--- config.mk ---
export PLATFORM = sky130hd
export DESIGN_NAME = fsm_cmd_responder_flat
export DESIGN_NICKNAME = d
export VERILOG_FILES = /design/src/rtl/fsm_cmd_responder_if.sv /design/src/rtl/fsm_cmd_responder.sv /design/src/flat_wrapper.sv
export SDC_FILE = /design/constraint.sdc
export NUM_CORES = 1
export LEC_CHECK = 0
export ABC_CLOCK_PERIOD_IN_PS = 2000
export BUFFER_PORTS_ARGS = -buffer_cell sky130_fd_sc_hd__buf_2
export CAP_MARGIN = 40
export CORE_AREA = 2 2 50 52
export DETAILED_ROUTE_END_ITERATION = 10
export DIE_AREA = 0 0 52 54
export GPL_TIMING_DRIVEN = 1
export PLACE_DENSITY = 0.72
export SYNTH_ARGS = -nofsm -noshare
export SYNTH_HDL_FRONTEND = slang
export SYNTH_SLANG_ARGS = --single-unit
--- constraint.sdc ---
create_clock -name clk -period 2 [get_ports clk]
set_input_delay 0.4 -clock clk [delete_from_list [all_inputs] [get_ports clk]]
set_output_delay 0.4 -clock clk [all_outputs]
set_load 0.03 [all_outputs]
--- src/rtl/fsm_cmd_responder_if.sv ---
// User-command interface between a command issuer (master) and the
// guarded command-consuming state machine (slave). Clock and reset are
// kept outside the interface as plain ports.
interface fsm_cmd_responder_if;

    // Command channel: issuer -> responder
    logic [2:0] user_input;
    logic       cmd_valid;
    logic       cmd_ready;

    // Response and status: responder -> issuer
    logic [2:0] out;
    logic       rsp_valid;
    logic       rsp_ok;
    logic [3:0] err_count;
    logic       locked;

    modport master (
        output user_input,
        output cmd_valid,
        input  cmd_ready,
        input  out,
        input  rsp_valid,
        input  rsp_ok,
        input  err_count,
        input  locked
    );

    modport slave (
        input  user_input,
        input  cmd_valid,
        output cmd_ready,
        output out,
        output rsp_valid,
        output rsp_ok,
        output err_count,
        output locked
    );

endinterface

--- src/rtl/fsm_cmd_responder.sv ---
// Guarded command responder. Consumes 3-bit commands through a valid/ready
// handshake, moves only along legal state transitions, and routes illegal
// commands, corrupted state encodings and ACTIVE-phase timeouts to ERROR.
// Once enough errors have been seen since reset it latches into LOCKED and
// stops accepting commands until rst_n is asserted.
module fsm_cmd_responder #(
    parameter int TIMEOUT_CYCLES = 8,   // 2..255 cycles allowed in ACTIVE
    parameter int MAX_ERRORS     = 3    // 1..15 error entries before LOCKED
) (
    input  logic                clk,
    input  logic                rst_n,
    fsm_cmd_responder_if.slave  bus
);

    typedef enum logic [2:0] {
        ST_IDLE   = 3'd0,
        ST_ARMED  = 3'd1,
        ST_ACTIVE = 3'd2,
        ST_DONE   = 3'd3,
        ST_ERROR  = 3'd4,
        ST_LOCKED = 3'd5
    } state_e;

    typedef enum logic [2:0] {
        CMD_NOP   = 3'd0,
        CMD_ARM   = 3'd1,
        CMD_START = 3'd2,
        CMD_STOP  = 3'd3,
        CMD_CLEAR = 3'd4
    } cmd_e;

    // Last ACTIVE cycle index before the timeout fires, and the error limit,
    // sized to the counters they are compared against.
    localparam logic [7:0] TMO_LAST  = 8'(TIMEOUT_CYCLES - 1);
    localparam logic [3:0] ERR_LIMIT = 4'(MAX_ERRORS);

    // Error count saturates at its all-ones value instead of wrapping.
    function automatic logic [3:0] sat_inc4(input logic [3:0] v);
        return (v == 4'hF) ? v : v + 4'd1;
    endfunction

    // The state register is held as raw bits so the unreachable encodings
    // 6 and 7 stay representable and are detected rather than optimised away.
    logic [2:0] state_q;
    state_e     state_d;
    logic [3:0] err_cnt_q;
    logic [3:0] err_cnt_d;
    logic [7:0] tmo_cnt_q;
    logic [7:0] tmo_cnt_d;

    logic       cmd_ready;
    logic       accept;
    logic       cmd_legal;
    logic       tmo_hit;
    logic       to_error;

    logic       rsp_vld_p1;
    logic       rsp_ok_p1;

    assign cmd_ready = (state_q != ST_LOCKED);
    assign accept    = bus.cmd_valid && cmd_ready;
    assign tmo_hit   = (state_q == ST_ACTIVE) && (tmo_cnt_q == TMO_LAST);

    // Next-state, legality, error-entry and timeout-counter decisions.
    always_comb begin
        state_d   = state_e'(state_q);
        cmd_legal = 1'b1;
        to_error  = 1'b0;
        err_cnt_d = err_cnt_q;
        tmo_cnt_d = 8'd0;

        case (state_q)
            ST_IDLE: begin
                if (accept) begin
                    case (bus.user_input)
                        CMD_NOP: state_d = ST_IDLE;
                        CMD_ARM: state_d = ST_ARMED;
                        default: cmd_legal = 1'b0;
                    endcase
                end
            end
            ST_ARMED: begin
                if (accept) begin
                    case (bus.user_input)
                        CMD_NOP:   state_d = ST_ARMED;
                        CMD_START: state_d = ST_ACTIVE;
                        CMD_CLEAR: state_d = ST_IDLE;
                        default:   cmd_legal = 1'b0;
                    endcase
                end
            end
            ST_ACTIVE: begin
                if (accept) begin
                    case (bus.user_input)
                        CMD_NOP:  state_d = ST_ACTIVE;
                        CMD_STOP: state_d = ST_DONE;
                        default:  cmd_legal = 1'b0;
                    endcase
                end
                // An accepted STOP on the last allowed cycle still wins;
                // an illegal command on that cycle is counted only once.
                if (tmo_hit && (state_d == ST_ACTIVE)) begin
                    to_error = 1'b1;
                end
            end
            ST_DONE: begin
                if (accept) begin
                    case (bus.user_input)
                        CMD_NOP:   state_d = ST_DONE;
                        CMD_CLEAR: state_d = ST_IDLE;
                        default:   cmd_legal = 1'b0;
                    endcase
                end
            end
            ST_ERROR: begin
                if (accept) begin
                    case (bus.user_input)
                        CMD_NOP:   state_d = ST_ERROR;
                        CMD_CLEAR: state_d = ST_IDLE;
                        default:   cmd_legal = 1'b0;
                    endcase
                end
            end
            ST_LOCKED: begin
                state_d = ST_LOCKED;
            end
            default: begin
                // Corrupted encoding: recover through ERROR and refuse
                // to call any command accepted in this cycle legal.
                cmd_legal = 1'b0;
                to_error  = 1'b1;
            end
        endcase

        if (accept && !cmd_legal) begin
            to_error = 1'b1;
        end

        if (to_error) begin
            err_cnt_d = sat_inc4(err_cnt_q);
            state_d   = (err_cnt_d >= ERR_LIMIT) ? ST_LOCKED : ST_ERROR;
        end

        // Counter restarts on every entry into ACTIVE and counts cycles
        // spent there; it idles at zero everywhere else.
        if ((state_q == ST_ACTIVE) && (state_d == ST_ACTIVE)) begin
            tmo_cnt_d = tmo_cnt_q + 8'd1;
        end
    end

    // ---- stage p0 -> p1: state, counters and response are registered ----
    // State register, error/timeout counters and the one-cycle response.
    always_ff @(posedge clk) begin
        if (!rst_n) begin
            state_q    <= ST_IDLE;
            err_cnt_q  <= 4'd0;
            tmo_cnt_q  <= 8'd0;
            rsp_vld_p1 <= 1'b0;
            rsp_ok_p1  <= 1'b0;
        end else begin
            state_q    <= state_d;
            err_cnt_q  <= err_cnt_d;
            tmo_cnt_q  <= tmo_cnt_d;
            rsp_vld_p1 <= accept;
            rsp_ok_p1  <= accept && cmd_legal;
        end
    end

    assign bus.cmd_ready = cmd_ready;
    assign bus.out       = state_q;
    assign bus.rsp_valid = rsp_vld_p1;
    assign bus.rsp_ok    = rsp_ok_p1;
    assign bus.err_count = err_cnt_q;
    assign bus.locked    = (state_q == ST_LOCKED);

endmodule

--- src/flat_wrapper.sv ---
// flat-port wrapper written by rule: the top's interface ports become plain ports
module fsm_cmd_responder_flat 
#(
    parameter int TIMEOUT_CYCLES = 8,                                     
    parameter int MAX_ERRORS     = 3                                        
)
  (clk, rst_n, bus_user_input, bus_cmd_valid, bus_cmd_ready, bus_out, bus_rsp_valid, bus_rsp_ok, bus_err_count, bus_locked);
  fsm_cmd_responder_if bus_i ();
  input  logic clk;
  input  logic rst_n;
  input wire logic [$bits(bus_i.user_input)-1:0] bus_user_input;
  input wire logic [$bits(bus_i.cmd_valid)-1:0] bus_cmd_valid;
  output wire logic [$bits(bus_i.cmd_ready)-1:0] bus_cmd_ready;
  output wire logic [$bits(bus_i.out)-1:0] bus_out;
  output wire logic [$bits(bus_i.rsp_valid)-1:0] bus_rsp_valid;
  output wire logic [$bits(bus_i.rsp_ok)-1:0] bus_rsp_ok;
  output wire logic [$bits(bus_i.err_count)-1:0] bus_err_count;
  output wire logic [$bits(bus_i.locked)-1:0] bus_locked;
  assign bus_i.user_input = bus_user_input;
  assign bus_i.cmd_valid = bus_cmd_valid;
  assign bus_cmd_ready = bus_i.cmd_ready;
  assign bus_out = bus_i.out;
  assign bus_rsp_valid = bus_i.rsp_valid;
  assign bus_rsp_ok = bus_i.rsp_ok;
  assign bus_err_count = bus_i.err_count;
  assign bus_locked = bus_i.locked;
  fsm_cmd_responder #(.TIMEOUT_CYCLES(TIMEOUT_CYCLES), .MAX_ERRORS(MAX_ERRORS)) u_core (.clk(clk), .rst_n(rst_n), .bus(bus_i));
endmodule
==> impl_metrics.ini, run 1 <==
[status]
outcome = finished, final reports clean

[synth]
synth_common_cells = sky130_fd_sc_hd__dfxtp_1 (17), sky130_fd_sc_hd__nand2_1 (13), sky130_fd_sc_hd__nor2_1 (12)
ys_top_cells_by_area = sky130_fd_sc_hd__dfxtp_1 (32%), sky130_fd_sc_hd__nand2_1 (4.6%), sky130_fd_sc_hd__nor2_1 (4.2%)
synthCells = 122
post-synth-top-count-cell = sky130_fd_sc_hd__dfxtp_1
yosys_most_used_dff = sky130_fd_sc_hd__dfxtp_1
number_of_enable_type_register_cells_in_the_synthesized_netlist = 0
synth-seq-cells = 17
postSynthNetCount = 130
syn_avg_cell_area_um2 = 8.769
synth_largest_area_cell = sky130_fd_sc_hd__dfxtp_1
synth_warnings = 0
synth-async-reset-ratio = 0
synth.top_cell.area_share = 0.3181
seq_area_frac_synth = 0.3181
synth.distinct_cells = 46
post_synth_instance_area_um2 = 1070

[sta]
timing.fmax_mhz = 511.4
min_period_over_period = 0.9777
maxSlewViolCount = 0
max-slew-margin-rel = 0.5887
setup_tns_ns = 0
setup_viol = 0
tightest_slew_ns = 0.6170
final.min_clock_period_ns = 1.955
fin_clk_skew_ns = 0.001432
final-hold-violation-count = 0

[placement]
final_hpwl_dp_mm = 1.847
numPlacedInstances = 174
placement.io_buffers = 16
place.gp.congestion = 0.8397
detailed_place.area_um2 = 1230

[critical_path]
arrival_ns = 2.13
critPathMaxFanout = 6
path_delay_family = compound AO/OA/AOI/OAI gates
critical_path.slowest_cell = sky130_fd_sc_hd__or4b_4
critical_path.cell_chain = ha_1, or4b_4, o41ai_4, buf_4, a31oi_4, o311a_1
cp-end-kind = flop
rr_worst_depth = 6
critical_path.startpoint = u_core.tmo_cnt_q[1]$_SDFF_PN0_
critical_path.reg2reg.endpoint = u_core.bus.err_count[2]$_SDFFE_PN0P_
critPathKind = flop to flop
startpoint_type = flop
worst_ep_required_time_ns = 2.18
timing.rr.start = u_core.tmo_cnt_q[1]$_SDFF_PN0_
reg2reg_slack_ns = 0.04
timing.critical_path.slowest_cell_delay_ns = 0.47
critical_path.n_buffers_inverters = 1

[cells_and_area]
post-route-cell-area_um2 = 1281
drive_above_1_share = 0.3221
final_core_util = 0.5523
post_layout_nonfiller_instances = 179
num_antenna_cells = 0
final_nets = 158
area.growth.synth_to_final_pct = 19.77
nFillCells = 221

[min_path]
min-delay-start = rst_n
whs_endpoint = u_core.bus.err_count[2]$_SDFFE_PN0P_
worst_hold_path_type = primary input to flop
hold-path-cell-count = 2

[detailed_routing]
routed_wirelength_mm = 2.451
count_of_vias_placed_by_the_detailed_router = 995
dr.pass1.iters = 4
vias_per_cell = 5.559
antenna_left = 0
first_iter_violations = 28
remaining_routing_drc_violations = 0
route.detailed.wl_per_inst_um = 13.69

[floorplanning]
chipWidth_um = 52
die-area_um2 = 2808
die_height_um = 54
boundaryPins = 17
std_cell_rows = 18
placeableCoreArea_um2 = 2320
start_util = 0.4612

[global_route]
first_pass_grt_wire_length_mm = 4.112
pin_count_of_the_biggest_net_entering_global_routing = 14
vias_in_the_first_global_route = 934
antenna_found_initial = 0
grt_usage = 0.1939
gr-total-overflow = 0

[clocking]
clock-root-buffer = sky130_fd_sc_hd__clkbuf_4
path_clk_slew_ns = 0.10
clkLatencyLatePin_ns = 0.28
cts_max_level = 1
cts_sinks = 17
clk_path_buf_depth = 2
tritoncts.num_buffers = 3
cts_tree = built

[power_and_ir_drop]
worst_ir_drop_on_vdd_mv = 0.5584
internal-power_uw = 480.1
net_switching_component_of_the_power_uw = 208.3
power_per_cell_area_nw_per_um2 = 537.3
power_leakage_uw = 0.0005136
power_frac_comb = 0.213
power_frac_seq = 0.526
power_frac_clock = 0.261
p_total_uw = 688.4
fraction_of_power_spent_switching_nets = 0.3026

[job]
cap_viol_max_count = 0
stage by stage:
step	setup slack, ns	hold slack [ns]
2_1_floorplan	0.006723	0.4297
3_3_place_gp	0.03505	0.4969
3_5_place_dp	-0.02877	0.5137
4_1_cts	0.01132	0.4626
5_1_grt	-0.02622	0.4717
6_report	0.04464	0.4630
cells by family (layout without fill, tap and decap cells):
kind of cell               count (synthesis)  count (layout)  synth area share
AOI/OAI and AO/OA                         27              27            0.2187
xor gates and xnor gates                   7               7           0.05731
adders and majority gates                  2               2           0.02339
buffers and inverters                     11              38           0.06433
DFF                                       17              17            0.3181
muxes                                      3               3           0.02807
and+or+nand+nor                           55              55            0.2901
power by group through the flow:
stage	registers, uW	clock network (uW)	logic [uW]
after floorplan	385	0	87.8
after global placement	369	0	140
after detailed placement	369	0	144
after CTS	362	182	145
after global routing	364	199	160
final	362	180	147
cells in the final DEF, fill, tap and decap left out, types with 2 or more instances in the layout:
master,instances
sky130_fd_sc_hd__a21oi_1,5
sky130_fd_sc_hd__and3_1,4
sky130_fd_sc_hd__and3_2,2
sky130_fd_sc_hd__buf_2,16
sky130_fd_sc_hd__buf_4,13
sky130_fd_sc_hd__clkbuf_4,3
sky130_fd_sc_hd__dfxtp_1,14
sky130_fd_sc_hd__dfxtp_2,3
sky130_fd_sc_hd__ha_1,2
sky130_fd_sc_hd__inv_1,5
sky130_fd_sc_hd__mux2i_1,3
sky130_fd_sc_hd__nand2_1,13
sky130_fd_sc_hd__nand2b_1,3
sky130_fd_sc_hd__nand3_1,6
sky130_fd_sc_hd__nand3b_1,2
sky130_fd_sc_hd__nor2_1,11
sky130_fd_sc_hd__nor4bb_1,2
sky130_fd_sc_hd__o21ai_0,6
sky130_fd_sc_hd__xnor2_1,4
sky130_fd_sc_hd__xor2_1,3
registers in the layout (all words and copies together) (netlist names):
register and count:
u_core.tmo_cnt_q 8, u_core.bus.err_count 4, u_core.bus.rsp_ok 1, u_core.bus.out 3
u_core.bus.rsp_valid 1
worst max-delay path by stage:
stage | endpoint | slack, ns | depth (start not counted)
after floorplan | u_core.bus.err_count[2]$_SDFFE_PN0P_ | 0.007 | 5
after global placement | u_core.bus.err_count[2]$_SDFFE_PN0P_ | 0.04 | 5
after detailed placement | u_core.bus.err_count[2]$_SDFFE_PN0P_ | -0.03 | 5
after CTS | u_core.bus.err_count[2]$_SDFFE_PN0P_ | 0.01 | 5
after global routing | u_core.bus.err_count[2]$_SDFFE_PN0P_ | -0.03 | 6
final | u_core.bus.err_count[2]$_SDFFE_PN0P_ | 0.04 | 6
repair_timing:
item | in CTS | in global routing
hold buffers | 0 | 0
buffers inserted | 0 | 1
gates resized for setup | 0 | 4
pin swaps | 1 | 2
setup endpoints to repair | 1 | 11
final cells by class:
type,instances,area [um2],share of cell area
Inverter,5,18.77,0.01465
Timing Repair Buffer,29,177.7,0.1387
Tap cell,30,37.54,0.02930
Sequential cell,17,344.1,0.2686
Clock inverter,1,5.005,0.003906
Multi-Input combinational cell,94,675.6,0.5273
Clock buffer,3,22.52,0.01758
per-layer routing:
layer,vias up,track usage,wire [um]
met1,460,0.2568,1088
li1,498,-,-
met5,-,0,0
met2,35,0.3291,1194
met3,2,0.03333,147
met4,0,0.04386,20
(Power assumes the default switching activity.)
==> run 2: changes to the inputs <==
CORE_AREA = 2 2 59 61   (was 2 2 50 52)
DIE_AREA = 0 0 61 63   (was 0 0 52 54)
PLACE_DENSITY = 0.55   (was 0.72)
==> run 2 against run 1 <==
Maximum frequency increased by 0.66%. Hold slack lost 0.012 ns. Final cell count up 8.4%. Sequential power hardly changed. Non-clock buffer count decreased by 1. Clock power about the same. Critical path depth stayed put. Core utilization down 15 points. Sequential share of layout area down 0.48 points. Critical path type unchanged. Largest power group unchanged.
==> impl_metrics.ini, run 2 (synthesis results as in run 1) <==
[critical_path]
arrival_ns = 2.13
critical_path.cell_chain = ha_4, or4b_4, o41ai_4, buf_4, a31oi_4, o311a_1
path_delay_family = compound AO/OA/AOI/OAI gates
timing.critical_path.slowest_cell_delay_ns = 0.46
cp-end-kind = flop
critPathMaxFanout = 5
critical_path.n_buffers_inverters = 1
worst_ep_required_time_ns = 2.19
startpoint_type = flop
critical_path.slowest_cell = sky130_fd_sc_hd__or4b_4
critPathKind = flop to flop

[sta]
setup_tns_ns = 0
min_period_over_period = 0.9713
hold_worst_slack_ns = 0.4510
maxSlewViolCount = 0
tightest_slew_ns = 0.3824
final.min_clock_period_ns = 1.943
final-hold-violation-count = 0
final_critical_path_setup_slack_ns = 0.05743
setup_viol = 0
fin_clk_skew_ns = 0.001030
timing.fmax_mhz = 514.8
max-slew-margin-rel = 0.7415

[placement]
place.gp.congestion = 0.8472
final_hpwl_dp_mm = 1.775
preCtsSetupSlack_ns = 0.0006033
placement.io_buffers = 16

[job]
cap_viol_max_count = 0

[global_route]
antenna_found_initial = 0
gr-usage-met2 = 0.2097
gr-total-overflow = 0
grt_use_met1 = 0.1717
busiest_layer = met2
gr-usage-met3 = 0.03934
grt_usage = 0.1327
first_pass_grt_wire_length_mm = 3.939
vias_in_the_first_global_route = 922
pin_count_of_the_biggest_net_entering_global_routing = 14

[floorplanning]
boundaryPins = 17
chipWidth_um = 61
placeableCoreArea_um2 = 3232
std_cell_rows = 21
start_util = 0.3310
die_height_um = 63
die-area_um2 = 3843

[detailed_routing]
first_iter_violations = 5
dr.pass1.iters = 4
vias_per_cell = 5.005
routed_wirelength_mm = 2.314
remaining_routing_drc_violations = 0
antenna_left = 0
count_of_vias_placed_by_the_detailed_router = 971
route.detailed.wl_per_inst_um = 11.93

[cells_and_area]
largest_reg_by_ff_count = u_core.tmo_cnt_q
num_antenna_cells = 0
area.growth.synth_to_final_pct = 21.52
layout_commonest_cell = sky130_fd_sc_hd__buf_2
final_nets = 157
drive_above_1_share = 0.3176
mostFrequentLayoutCells = sky130_fd_sc_hd__buf_2 (16), sky130_fd_sc_hd__dfxtp_1 (15), sky130_fd_sc_hd__nand2_1 (13)
nFillCells = 348
number_of_flip_flops_in_the_largest_register = 8

[clocking]
clock-root-buffer = sky130_fd_sc_hd__clkbuf_4
clkLatencyLatePin_ns = 0.29
path_clk_slew_ns = 0.09
cts_tree = built
cts_max_level = 1
tritoncts.num_buffers = 3
clk_path_buf_depth = 2
cts_sinks = 17
cts.hold.buffers_added = 0

[min_path]
worst_hold_path_type = primary input to flop

[power_and_ir_drop]
worst_ir_drop_on_vdd_mv = 0.4228
power_per_cell_area_nw_per_um2 = 532.8
power_leakage_uw = 0.0005027

[status]
outcome = finished, final reports clean
## run 2: layer usage
layer  up-vias  wire, um
met4         0        24
met1       453      1087
li1        500         -
met5         -         0
met2        13      1131
met3         5        71
## run 2: final timing paths
check | startpoint | to | slack [ns] | cells after the start
worst min-delay path | rst_n | u_core.bus.err_count[2]$_SDFFE_PN0P_ | 0.45 | 2
worst max-delay path | u_core.tmo_cnt_q[0]$_SDFF_PN0_ | u_core.bus.err_count[2]$_SDFFE_PN0P_ | 0.06 | 6
worst min register to register | u_core.bus.err_count[1]$_SDFFE_PN0P_ | u_core.bus.err_count[1]$_SDFFE_PN0P_ | 0.52 | 2
worst max register to register | u_core.tmo_cnt_q[0]$_SDFF_PN0_ | u_core.bus.err_count[2]$_SDFFE_PN0P_ | 0.06 | 6
## run 2: final cells by class
class | instances | area [um2] | area share
clock buffers | 4 | 26.28 | 0.02021
inverters | 5 | 18.77 | 0.01444
multi-input cells | 94 | 680.7 | 0.5236
flip-flops and latches | 17 | 342.8 | 0.2637
well taps | 46 | 57.56 | 0.04427
repair buffers | 28 | 173.9 | 0.1338
## run 2: power by group
group	switching [uW]	total, uW	internal (uW)
Clock	104	182	77.5
Sequential	14.7	363	349
Combinational	86.4	148	61.2
Total	205	693	487
## run 2: timing repair
item / 4_1_cts / 5_1_grt
setup endpoints to repair: 1 / 9
pin swaps: 1 / 2
resized for setup: 0 / 6
buffers inserted: 0 / 2
## run 2: stage by stage
stage	std cells	util	area (um2)	total power (uW)
2_1_floorplan	122	-	1072	472.8
3_3_place_gp	188	0.3821	1235	516.1
3_5_place_dp	188	0.3821	1235	517.1
4_1_cts	192	0.3902	1261	701.6
5_1_grt	194	0.4022	1300	739.5
6_report	194	0.4022	1300	692.6
==> run 3: changes to the inputs <==
CORE_AREA = 2 2 65 67   (was 2 2 59 61)
DIE_AREA = 0 0 67 69   (was 0 0 61 63)
PLACE_DENSITY = 0.47   (was 0.55)
==> run 3 against run 2 <==
Hold slack better by 0.052 ns. Highest routed layer unchanged. Critical path type unchanged. Combinational power hardly changed. Setup slack better by 0.023 ns. Clock skew is 0.0029 ns higher.
==> impl_metrics.ini, run 3 (synthesis results as in run 1) <==
[global_route]
vias_in_the_first_global_route = 938
antenna_found_initial = 0
grt_usage = 0.1176
gr-total-overflow = 0
first_pass_grt_wire_length_mm = 4.347
pin_count_of_the_biggest_net_entering_global_routing = 14

[critical_path]
critPathKind = flop to flop
critical_path.slowest_cell = sky130_fd_sc_hd__or4b_4
reg2reg_slack_ns = 0.08
cp-end-kind = flop
startpoint_type = flop
worst_ep_required_time_ns = 2.14
rr_worst_depth = 6
timing.rr.start = u_core.tmo_cnt_q[0]$_SDFF_PN0_
timing.critical_path.slowest_cell_delay_ns = 0.47
critPathMaxFanout = 5
critical_path.reg2reg.endpoint = u_core.bus.err_count[2]$_SDFFE_PN0P_
arrival_ns = 2.06
critical_path.cell_chain = ha_1, or4b_4, o41ai_4, buf_4, a31oi_4, o311a_1

[sta]
maxSlewViolCount = 0
fin_clk_skew_ns = 0.003923
setup_viol = 0
final-hold-violation-count = 0
final_critical_path_setup_slack_ns = 0.08068
min_period_over_period = 0.9597
timing.fmax_mhz = 521.0
hold_worst_slack_ns = 0.5026
max-slew-margin-rel = 0.7337
setup_tns_ns = 0
final.min_clock_period_ns = 1.919
tightest_slew_ns = 0.3994

[cells_and_area]
num_antenna_cells = 0
area.growth.synth_to_final_pct = 21.40
drive_above_1_share = 0.2993
layout_commonest_cell = sky130_fd_sc_hd__dfxtp_1
nFillCells = 440
mostFrequentLayoutCells = sky130_fd_sc_hd__dfxtp_1 (17), sky130_fd_sc_hd__buf_2 (16), sky130_fd_sc_hd__nand2_1 (13)
post-route-cell-area_um2 = 1299
number_of_flip_flops_in_the_largest_register = 8
multi_input_comb_area_um2 = 668.1
final_nets = 156
largest_reg_by_ff_count = u_core.tmo_cnt_q
post_layout_nonfiller_instances = 197
seqCellArea_um2 = 340.3

[clocking]
cts_max_level = 1
tritoncts.num_buffers = 3
cts_sinks = 17
clock-root-buffer = sky130_fd_sc_hd__clkbuf_8
clkLatencyLatePin_ns = 0.26
clk_path_buf_depth = 2
cts.hold.buffers_added = 0
cts_tree = built
path_clk_slew_ns = 0.07

[power_and_ir_drop]
power_leakage_uw = 0.0005095
power_per_cell_area_nw_per_um2 = 596.8
worst_ir_drop_on_vdd_mv = 0.2297

[job]
cap_viol_max_count = 0

[placement]
numPlacedInstances = 192
preCtsSetupSlack_ns = 0.0005873
detailed_place.area_um2 = 1240
placement.io_buffers = 16
place.gp.congestion = 0.7296
final_hpwl_dp_mm = 1.961

[status]
outcome = finished, final reports clean

[detailed_routing]
first_iter_violations = 14
dr.pass1.iters = 4
remaining_routing_drc_violations = 0
antenna_left = 0
routed_wirelength_mm = 2.516
vias_per_cell = 4.949
count_of_vias_placed_by_the_detailed_router = 975
route.detailed.wl_per_inst_um = 12.77

[floorplanning]
die-area_um2 = 4623
chipWidth_um = 67
boundaryPins = 17
start_util = 0.2733
die_height_um = 69
placeableCoreArea_um2 = 3914
std_cell_rows = 23

[min_path]
whs_endpoint = u_core.bus.err_count[2]$_SDFFE_PN0P_
min-delay-start = rst_n
worst_hold_path_type = primary input to flop
hold-path-cell-count = 2
-- run 3: cell types whose count changed in the layout (fill, tap and decap cells not counted) --
cell	before	now
sky130_fd_sc_hd__ha_1	1	2
sky130_fd_sc_hd__clkbuf_1	1	0
sky130_fd_sc_hd__clkinv_2	0	1
sky130_fd_sc_hd__ha_4	1	0
sky130_fd_sc_hd__clkbuf_4	3	0
sky130_fd_sc_hd__buf_6	1	0
sky130_fd_sc_hd__dfxtp_2	2	0
sky130_fd_sc_hd__clkbuf_8	0	3
sky130_fd_sc_hd__dfxtp_1	15	17
-- run 3: layout make-up --
cell class | count | share of cell area
clock buffer | 3 | 0.03179
clock inverter | 1 | 0.003854
inverter | 5 | 0.01445
multi-input combinational | 94 | 0.5144
sequential | 17 | 0.2620
tap | 50 | 0.04817
timing repair buffer | 27 | 0.1252
-- run 3: worst max path at each step --
stage / from / endpoint / slack [ns] / cells past startpoint
after floorplan: u_core.tmo_cnt_q[0]$_SDFF_PN0_ / u_core.bus.err_count[2]$_SDFFE_PN0P_ / 0.007 / 5
after global placement: bus_user_input[1] / u_core.tmo_cnt_q[2]$_SDFF_PN0_ / 0.06 / 6
after detailed placement: u_core.tmo_cnt_q[0]$_SDFF_PN0_ / u_core.bus.err_count[2]$_SDFFE_PN0P_ / 0.0006 / 5
after CTS: u_core.tmo_cnt_q[0]$_SDFF_PN0_ / u_core.bus.err_count[2]$_SDFFE_PN0P_ / 0.06 / 5
after global routing: u_core.bus.out[0]$_SDFF_PN0_ / u_core.bus.err_count[2]$_SDFFE_PN0P_ / -0.03 / 5
final: u_core.tmo_cnt_q[0]$_SDFF_PN0_ / u_core.bus.err_count[2]$_SDFFE_PN0P_ / 0.08 / 6
-- run 3: worst max-delay path, delay by kind of cell (launching register included) --
family / cells / cell delay [ns]
AO/OA/AOI/OAI: 3 / 0.64
adder cells (fa/ha/maj): 1 / 0.16
buffers and inverters: 1 / 0.19
flip-flops: 1 / 0.33
AND/OR/NAND/NOR: 1 / 0.47
-- run 3: routing by layer --
| metal | track usage | up-vias | part of all wire |
|---|---|---|---|
| li1 | - | 497 | - |
| met1 | 0.1479 | 462 | 0.44 |
| met2 | 0.2002 | 12 | 0.52 |
| met3 | 0.02610 | 4 | 0.032 |
| met4 | 0.02721 | 0 | 0.012 |
| met5 | 0 | - | 0 |
-- run 3: power breakdown --
part | leakage (uW) | total (uW) | switching (uW) | internal, uW
Sequential | 0.000138 | 364 | 15.4 | 349
Clock | 0.0000255 | 264 | 125 | 138
Combinational | 0.000346 | 147 | 88.6 | 58.5
Total | 0.000510 | 775 | 229 | 546
-- run 3: per-stage QoR --
stage	power, uW	util
after global placement	515.9	0.3168
final	775.1	0.3318
after CTS	780.0	0.3286
after floorplan	472.8	-
after detailed placement	517.2	0.3168
after global routing	803.4	0.3318
-- run 3: repair_timing --
item                                    4_1_cts  5_1_grt
pin swaps                                     1        2
buffers inserted                              0        1
resized for setup                             0        1
endpoints found under the setup margin        1        9
